[src/rtl/uart_tx_fifo_ctrl.sv]
// Byte FIFO feeding a UART transmitter: queues MMIO writes and drains them one byte
// at a time using a send strobe / done handshake.
module uart_tx_fifo_ctrl #(
   parameter int DEPTH  = 16,
   parameter int ADDR_W = 4
) (
   input  logic              clk,
   input  logic              rst,
   input  logic              wr_en,
   input  logic [7:0]        wr_data,
   input  logic              tx_done,
   input  logic              clr_overflow,
   output logic              tx_send_o,
   output logic [7:0]        tx_data_o,
   output logic              full,
   output logic              empty,
   output logic [ADDR_W:0]   level,
   output logic              busy,
   output logic              overflow
);

   localparam logic [ADDR_W:0] FULL_CNT = (ADDR_W + 1)'(DEPTH);
   localparam logic [ADDR_W:0] ONE_CNT  = (ADDR_W + 1)'(1);

   typedef enum logic [1:0] {IDLE, SEND, WAIT, GAP} state_t;

   state_t            state_q, state_d;
   logic [7:0]        mem [DEPTH];
   logic [ADDR_W-1:0] wr_ptr_q, wr_ptr_d;
   logic [ADDR_W-1:0] rd_ptr_q, rd_ptr_d;
   logic [ADDR_W:0]   count_q, count_d;
   logic              overflow_q, overflow_d;
   logic              tx_send_q, tx_send_d;
   logic [7:0]        tx_data_q;
   logic              pop, push, drop;

   assign full      = (count_q == FULL_CNT);
   assign empty     = (count_q == '0);
   assign level     = count_q;
   assign busy      = (state_q != IDLE) || !empty;
   assign overflow  = overflow_q;
   assign tx_send_o = tx_send_q;
   assign tx_data_o = tx_data_q;

   always_comb begin
      pop  = (state_q == IDLE) && !empty;
      // A pop frees a slot in the same cycle, so a full FIFO can still accept a push.
      push = wr_en && (!full || pop);
      drop = wr_en && full && !pop;

      wr_ptr_d = push ? wr_ptr_q + 1'b1 : wr_ptr_q;
      rd_ptr_d = pop  ? rd_ptr_q + 1'b1 : rd_ptr_q;

      count_d = count_q;
      if (push && !pop) begin
         count_d = count_q + ONE_CNT;
      end else if (pop && !push) begin
         count_d = count_q - ONE_CNT;
      end

      overflow_d = overflow_q;
      if (drop) begin
         overflow_d = 1'b1;
      end else if (clr_overflow) begin
         overflow_d = 1'b0;
      end

      state_d   = state_q;
      tx_send_d = 1'b0;
      case (state_q)
         IDLE: begin
            if (pop) begin
               state_d   = SEND;
               tx_send_d = 1'b1;
            end
         end
         SEND: state_d = WAIT;
         WAIT: if (tx_done) state_d = GAP;
         // Wait for done to drop so a level-style done flag cannot retrigger.
         GAP:  if (!tx_done) state_d = IDLE;
         default: state_d = IDLE;
      endcase
   end

   always_ff @(posedge clk) begin
      if (push) begin
         mem[wr_ptr_q] <= wr_data;
      end
   end

   always_ff @(posedge clk) begin
      if (rst) begin
         state_q    <= IDLE;
         wr_ptr_q   <= '0;
         rd_ptr_q   <= '0;
         count_q    <= '0;
         overflow_q <= 1'b0;
         tx_send_q  <= 1'b0;
         tx_data_q  <= 8'h00;
      end else begin
         state_q    <= state_d;
         wr_ptr_q   <= wr_ptr_d;
         rd_ptr_q   <= rd_ptr_d;
         count_q    <= count_d;
         overflow_q <= overflow_d;
         tx_send_q  <= tx_send_d;
         if (pop) begin
            tx_data_q <= mem[rd_ptr_q];
         end
      end
   end

endmodule

[config.mk]
export PLATFORM = sky130hd
export DESIGN_NAME = uart_tx_fifo_ctrl
export DESIGN_NICKNAME = d
export VERILOG_FILES = /design/src/rtl/uart_tx_fifo_ctrl.sv
export SDC_FILE = /design/constraint.sdc
export NUM_CORES = 1
export LEC_CHECK = 0
export BUFFER_PORTS_ARGS = -buffer_cell sky130_fd_sc_hd__buf_4
export CAP_MARGIN = 15
export CORE_ASPECT_RATIO = 0.6
export CORE_MARGIN = 3
export CORE_UTILIZATION = 45
export DETAILED_ROUTE_END_ITERATION = 6
export PLACE_DENSITY = 0.59
export SYNTH_ARGS = -nofsm -noshare
export SYNTH_HDL_FRONTEND = slang
export SYNTH_SLANG_ARGS = --single-unit
[constraint.sdc]
create_clock -name clk -period 5.2 [get_ports clk]
set_input_delay 1.04 -clock clk [delete_from_list [all_inputs] [get_ports clk]]
set_output_delay 1.04 -clock clk [all_outputs]
set_load 0.1 [all_outputs]
; Yosys cells after proc, flatten, opt, wreduce, memory -nomap -nowiden
; Memories as Yosys holds them, arrays and structs flattened. A register that Yosys moved wholly into a read port is not among the register bits.
; Index checks and enable logic that the tools add are counted.
[totals]
reg_bits = 17
ram_bits = 128
in_bits = 13
out_inout_bits = 18
word_cells = 49
n_memories = 1
[mem_list]
columns = name, depth, width, read_ports, rd_clocked_by_memory_dff, write_ports, line_no
row1 = mem, 16, 8, 1, 1, 1, 28  ; logic [7:0] mem [DEPTH];
[op_classes]
n_addsub = 4
eq_ne = 7
mux = 11
n_bitwise = 1
reduce_logical = 19
[ops]
columns = op, count
row1 = 5-bit 2-to-1 mux, 2
row2 = "4-bit by 1-bit adder with 4-bit output, second input constant", 2
row3 = 2-bit case mux with 4 select lines, 1
row4 = 1-bit logical AND, 6
row5 = 2-bit 2-to-1 mux, 3
row6 = "2-bit inequality test, second input constant", 3
row7 = 2-bit nonzero test, 3
row8 = "5-bit by 1-bit adder with 5-bit output, second input constant", 1
row9 = "5-bit == test, second input constant", 1
row10 = 5-bit logical NOT, 1
row11 = 1-bit 2-to-1 mux, 5
row12 = "5-bit by 1-bit subtractor with 5-bit output, second input constant", 1
row13 = "2-bit == test, second input constant", 2
row14 = 1-bit logical NOT, 4
row15 = 3-bit AND reduction, 1
row16 = "2-bit by 1-bit == test with 1-bit output, second input constant", 1
row17 = 2-bit logical NOT, 1
row18 = 1-bit logical OR, 2
row19 = 2-bit OR reduction, 1
row20 = 1-bit inverter, 1

; Logic depth before layout (Yosys ltp)
[logic_depth]
word_depth = 9
ltp_mapped = 13
depth_no_buf = 11

; Worst setup path after synthesis
; OpenSTA, ideal clock, no wires.
[synth_path]
path_type = register -> output
startpoint = register count_q[0], in the netlist level[0]
endpoint = output busy
arrival_time_ns = 3.827
required_ns = 4.160
slack_ns = 0.333
path_stages_with_launch = 5
n_path_buf = 1
path_cell_list = dfxtp_1 > or4_4 > buf_6 > nor2_1 > nand2_1
[synth_via]
elab_chain_len = 3
[synth_lines]
columns = item, line_no
row1 = from (decl), 31  ; logic [ADDR_W:0] count_q, count_d;
row2 = from (signal assigned), 104  ; count_q <= count_d;
row3 = 5-bit logical NOT, 38  ; assign empty = (count_q == '0);
row4 = named net empty, 16  ; output logic empty,
row5 = 1-bit logical NOT, 40  ; assign busy = (state_q != IDLE) || !empty;
row6 = 1-bit logical OR, 40
row7 = to (decl), 18  ; output logic busy,
; The timed path passes the listed nets, and every way through them passes these cells.

; Worst setup path in the final report
[layout_path]
startpoint = register state_q[0]
endpoint = register count_q[4], in the netlist level[4]
[layout_via]
elab_chain_len = 7
elab_cells_between_ends = 10
cone_classes = mux (1) / reduce/logical (9)
[layout_lines]
columns = item, line_no
row1 = from (decl), 27  ; state_t state_q, state_d;
row2 = from (signal assigned), 101  ; state_q <= state_d;
row3 = 2-bit logical NOT (*), 46  ; pop = (state_q == IDLE) && !empty;
row4 = 1-bit logical AND (*), 46
row5 = 1-bit logical OR, 48  ; push = wr_en && (!full || pop);
row6 = 1-bit logical AND, 48
row7 = 1-bit logical NOT, 57  ; end else if (pop && !push) begin
row8 = 1-bit logical AND, 57
row9 = 2-bit nonzero test (no line), --
; Mark *: on every way between the ends. The rest lies on a longest branch, timed or not.
; A chain may end at the register's enable or synchronous reset.

==> flow_metrics.env <==
export IMPL_clock_fmax_mhz=286.4
export IMPL_dpl_hpwl_um=9004
export IMPL_io_pins=31
export IMPL_wl_per_cell_um=21.82
export IMPL_hold_buffers=0
export IMPL_path_common_cell="ha_1"
export IMPL_end_kind="flip-flop"
export IMPL_fin_cells=623
export IMPL_cts_tree="done"
export IMPL_nets=467
export IMPL_final_min_clock_period_ns=3.491
export IMPL_critPathSlowestCell="o21a_1"
export IMPL_die_height_um=97.47
export IMPL_synth_simple_area_share=0.05703
export IMPL_worst_pin_slew_ns=0.9736
export IMPL_syn_area_per_cell_um2=15.23
export IMPL_netlist_instances=412
export IMPL_clk_pin_slew_ns=0.06
export IMPL_clock_latency_ns=0.42
export IMPL_regArea_um2=4348
export IMPL_placed_cells=590
export IMPL_die_w_um=158.4
export IMPL_ctsLongestPathBuffers=2
export IMPL_start_util=0.4749
export IMPL_grt_pass1_vias=3273
export IMPL_cp_cell_sequence="inv_1 -> ha_1 -> o21a_1 -> inv_2 -> ha_1 -> inv_1 -> ha_1 -> a21o_1 -> a21oi_1 -> mux2i_1 -> mux2_2"
export IMPL_cts_htree_levels=4
export IMPL_relSlewSlack=0.3509
export IMPL_finalCritPeriodShare=0.6714
export IMPL_cts_resized=0
export IMPL_final_common_cell="edfxtp_1"
export IMPL_maxCapViolations=0
export IMPL_synthAdderAreaFrac=0.02911
export IMPL_synth_xor_area_frac=0.01256
export IMPL_crit_fanout=19
export IMPL_syn_nets=439
export IMPL_synthMuxAreaShare=0.1119
export IMPL_fin_worst_skew_ns=0.006504
export IMPL_synth_seq_cells=153
export IMPL_synth_top_family_by_area="multiplexers"
export IMPL_p_leak_nw=2.387
export IMPL_synth_edf_count=128
export IMPL_slowest_delay_ns=0.71
export IMPL_synth_flop_cell="edfxtp_1"
export IMPL_critPathKind="reg -> reg"
export IMPL_tritoncts_num_buffers=17
export IMPL_reg2regPathDepth=11
export IMPL_synth_cell_types=39
export IMPL_finalSetupViolations=0
export IMPL_ir_drop_mv=0.3192
export IMPL_post_cts_buffers=0
export IMPL_overflow=0
export IMPL_multiInputGateArea_um2=1755
export IMPL_fillCellCount=1090
export IMPL_grt_first_pass_wirelength_um=20420
export IMPL_hold_path_depth=2
export IMPL_synth_compound_area_frac=0.06919
export IMPL_syn_area_um2=6275
export IMPL_antenna_found_initial=0
export IMPL_cts_num_sinks=153
export IMPL_n_antenna_cell=0
export IMPL_power_density_nw_per_um2=552.5
export IMPL_first_iter_violations=283
export IMPL_hold_viol_final=0
export IMPL_place_congestion=0.8011
export IMPL_ys_warn_count=0
export IMPL_dr_total_vias=3487
export IMPL_worst_ep_required_time_ns=5.51
export IMPL_most_common_layout_cells="edfxtp_1 (128), mux2i_1 (69), nor2_1 (42)"
export IMPL_min_path_type="reg -> reg"
export IMPL_ant_nets=0
export IMPL_dieArea_um2=15440
export IMPL_seq_area_frac_synth=0.6923
export IMPL_dr_pass1_iters=5
export IMPL_rows=32
export IMPL_wl_um=13590
export IMPL_fp_coreArea_um2=13210
export IMPL_final_max_slew_viol_count=0
export IMPL_grt_max_degree=55
export IMPL_drcViolationCount=0
export IMPL_tns_ns=0
export IMPL_synthToLayoutAreaGrowth_pct=15.35
export IMPL_startpoint_type="flip-flop"
export IMPL_cts_root_buf="clkbuf_16"
export IMPL_portBuffers=30
export IMPL_rsz0062_at_grt="false"
export IMPL_gr_usage_all_layers=0.1858
export IMPL_viasPerCell=5.597
export IMPL_drive_gt1_frac=0.1744
export IMPL_async_flop_share=0
export IMPL_worstPathArrival_ns=3.80
export IMPL_status="completed"
## power by group
group | leakage (nW) | internal (mW) | switching (mW) | total [mW]
combinational | 0.719 | 0.341 | 0.888 | 1.23
sequential | 1.36 | 1.42 | 0.0853 | 1.50
clock | 0.305 | 0.789 | 0.476 | 1.26
total | 2.39 | 2.55 | 1.45 | 4.00
## cells in the mapped netlist (3+ instances only)
| cell type | instances | area (µm²) |
|---|---|---|
| a211oi_2 | 8 | 100.1 |
| a21oi_1 | 4 | 20.02 |
| buf_2 | 10 | 50.05 |
| clkbuf_1 | 12 | 45.04 |
| dfxtp_1 | 25 | 500.5 |
| edfxtp_1 | 128 | 3844 |
| ha_1 | 13 | 162.7 |
| inv_1 | 8 | 30.03 |
| mux2i_1 | 69 | 690.7 |
| nand2_1 | 7 | 26.28 |
| nand3b_1 | 4 | 30.03 |
| nor2_1 | 42 | 157.7 |
| nor3_1 | 4 | 20.02 |
| nor4_1 | 8 | 50.05 |
| o22ai_1 | 32 | 200.2 |
| xnor2_1 | 3 | 26.28 |
| xor2_1 | 6 | 52.55 |
## through the flow
step | worst slack (ns) | hold WS [ns] | util | power (mW) | area [µm²]
floorplan | 0.3335 | 0.4948 | - | 2.528 | 6275
global placement | 1.798 | 0.4872 | 0.4999 | 2.731 | 6605
detailed placement | 1.737 | 0.5037 | 0.4999 | 2.754 | 6605
CTS | 1.706 | 0.5184 | 0.5473 | 4.021 | 7231
global route | 1.372 | 0.5324 | 0.5478 | 4.178 | 7238
finish | 1.709 | 0.5146 | 0.5478 | 3.999 | 7238
## worst max-delay path: cells and delay by family (launching register included)
| kind | cells | cell delay (ns) |
|---|---|---|
| buffers and inverters | 3 | 0.41 |
| adders and majority gates | 3 | 0.96 |
| muxes | 2 | 0.57 |
| AOI/OAI and AO/OA | 3 | 1.11 |
| DFF | 1 | 0.32 |
## final timing paths
kind	from	endpoint	slack, ns
worst max-delay path	state_q[0]	level[4]	1.71
worst min-delay path	overflow	overflow	0.51
worst max register to register	state_q[0]	level[4]	1.71
worst min register to register	overflow	overflow	0.51
## kinds of logic after synthesis
group                    after synthesis
AND/OR/NAND/NOR                       75
adder cells (fa/ha/maj)               14
XOR/XNOR                               9
flip-flops                           153
multiplexers                          70
AO/OA/AOI/OAI                         56
buffers and inverters                 35
## sequential cells by signal, summed over array words and instances (netlist names)
| name | flops |
|---|---|
| tx_data_o | 8 |
| mem | 128 |
| overflow | 1 |
| tx_send_o | 1 |
| wr_ptr_q | 4 |
| state_q | 2 |
| level | 5 |
| rd_ptr_q | 4 |
## area by class of cell
class | count | area share
tap | 170 | 0.02939
sequential | 153 | 0.6007
inverter | 9 | 0.004667
clock inverter | 7 | 0.01037
multi-input combinational | 224 | 0.2425
clock buffer | 25 | 0.07606
timing repair buffer | 35 | 0.03630
## per-layer routing
metal  up-vias  share of wire  GRT usage
met5         -              0          0
met4         0         0.0090    0.05552
met3        11          0.055    0.05340
met2        80           0.42     0.2407
met1      1757           0.52     0.2979
li1       1639              -          -
(Power assumes the default switching activity.)
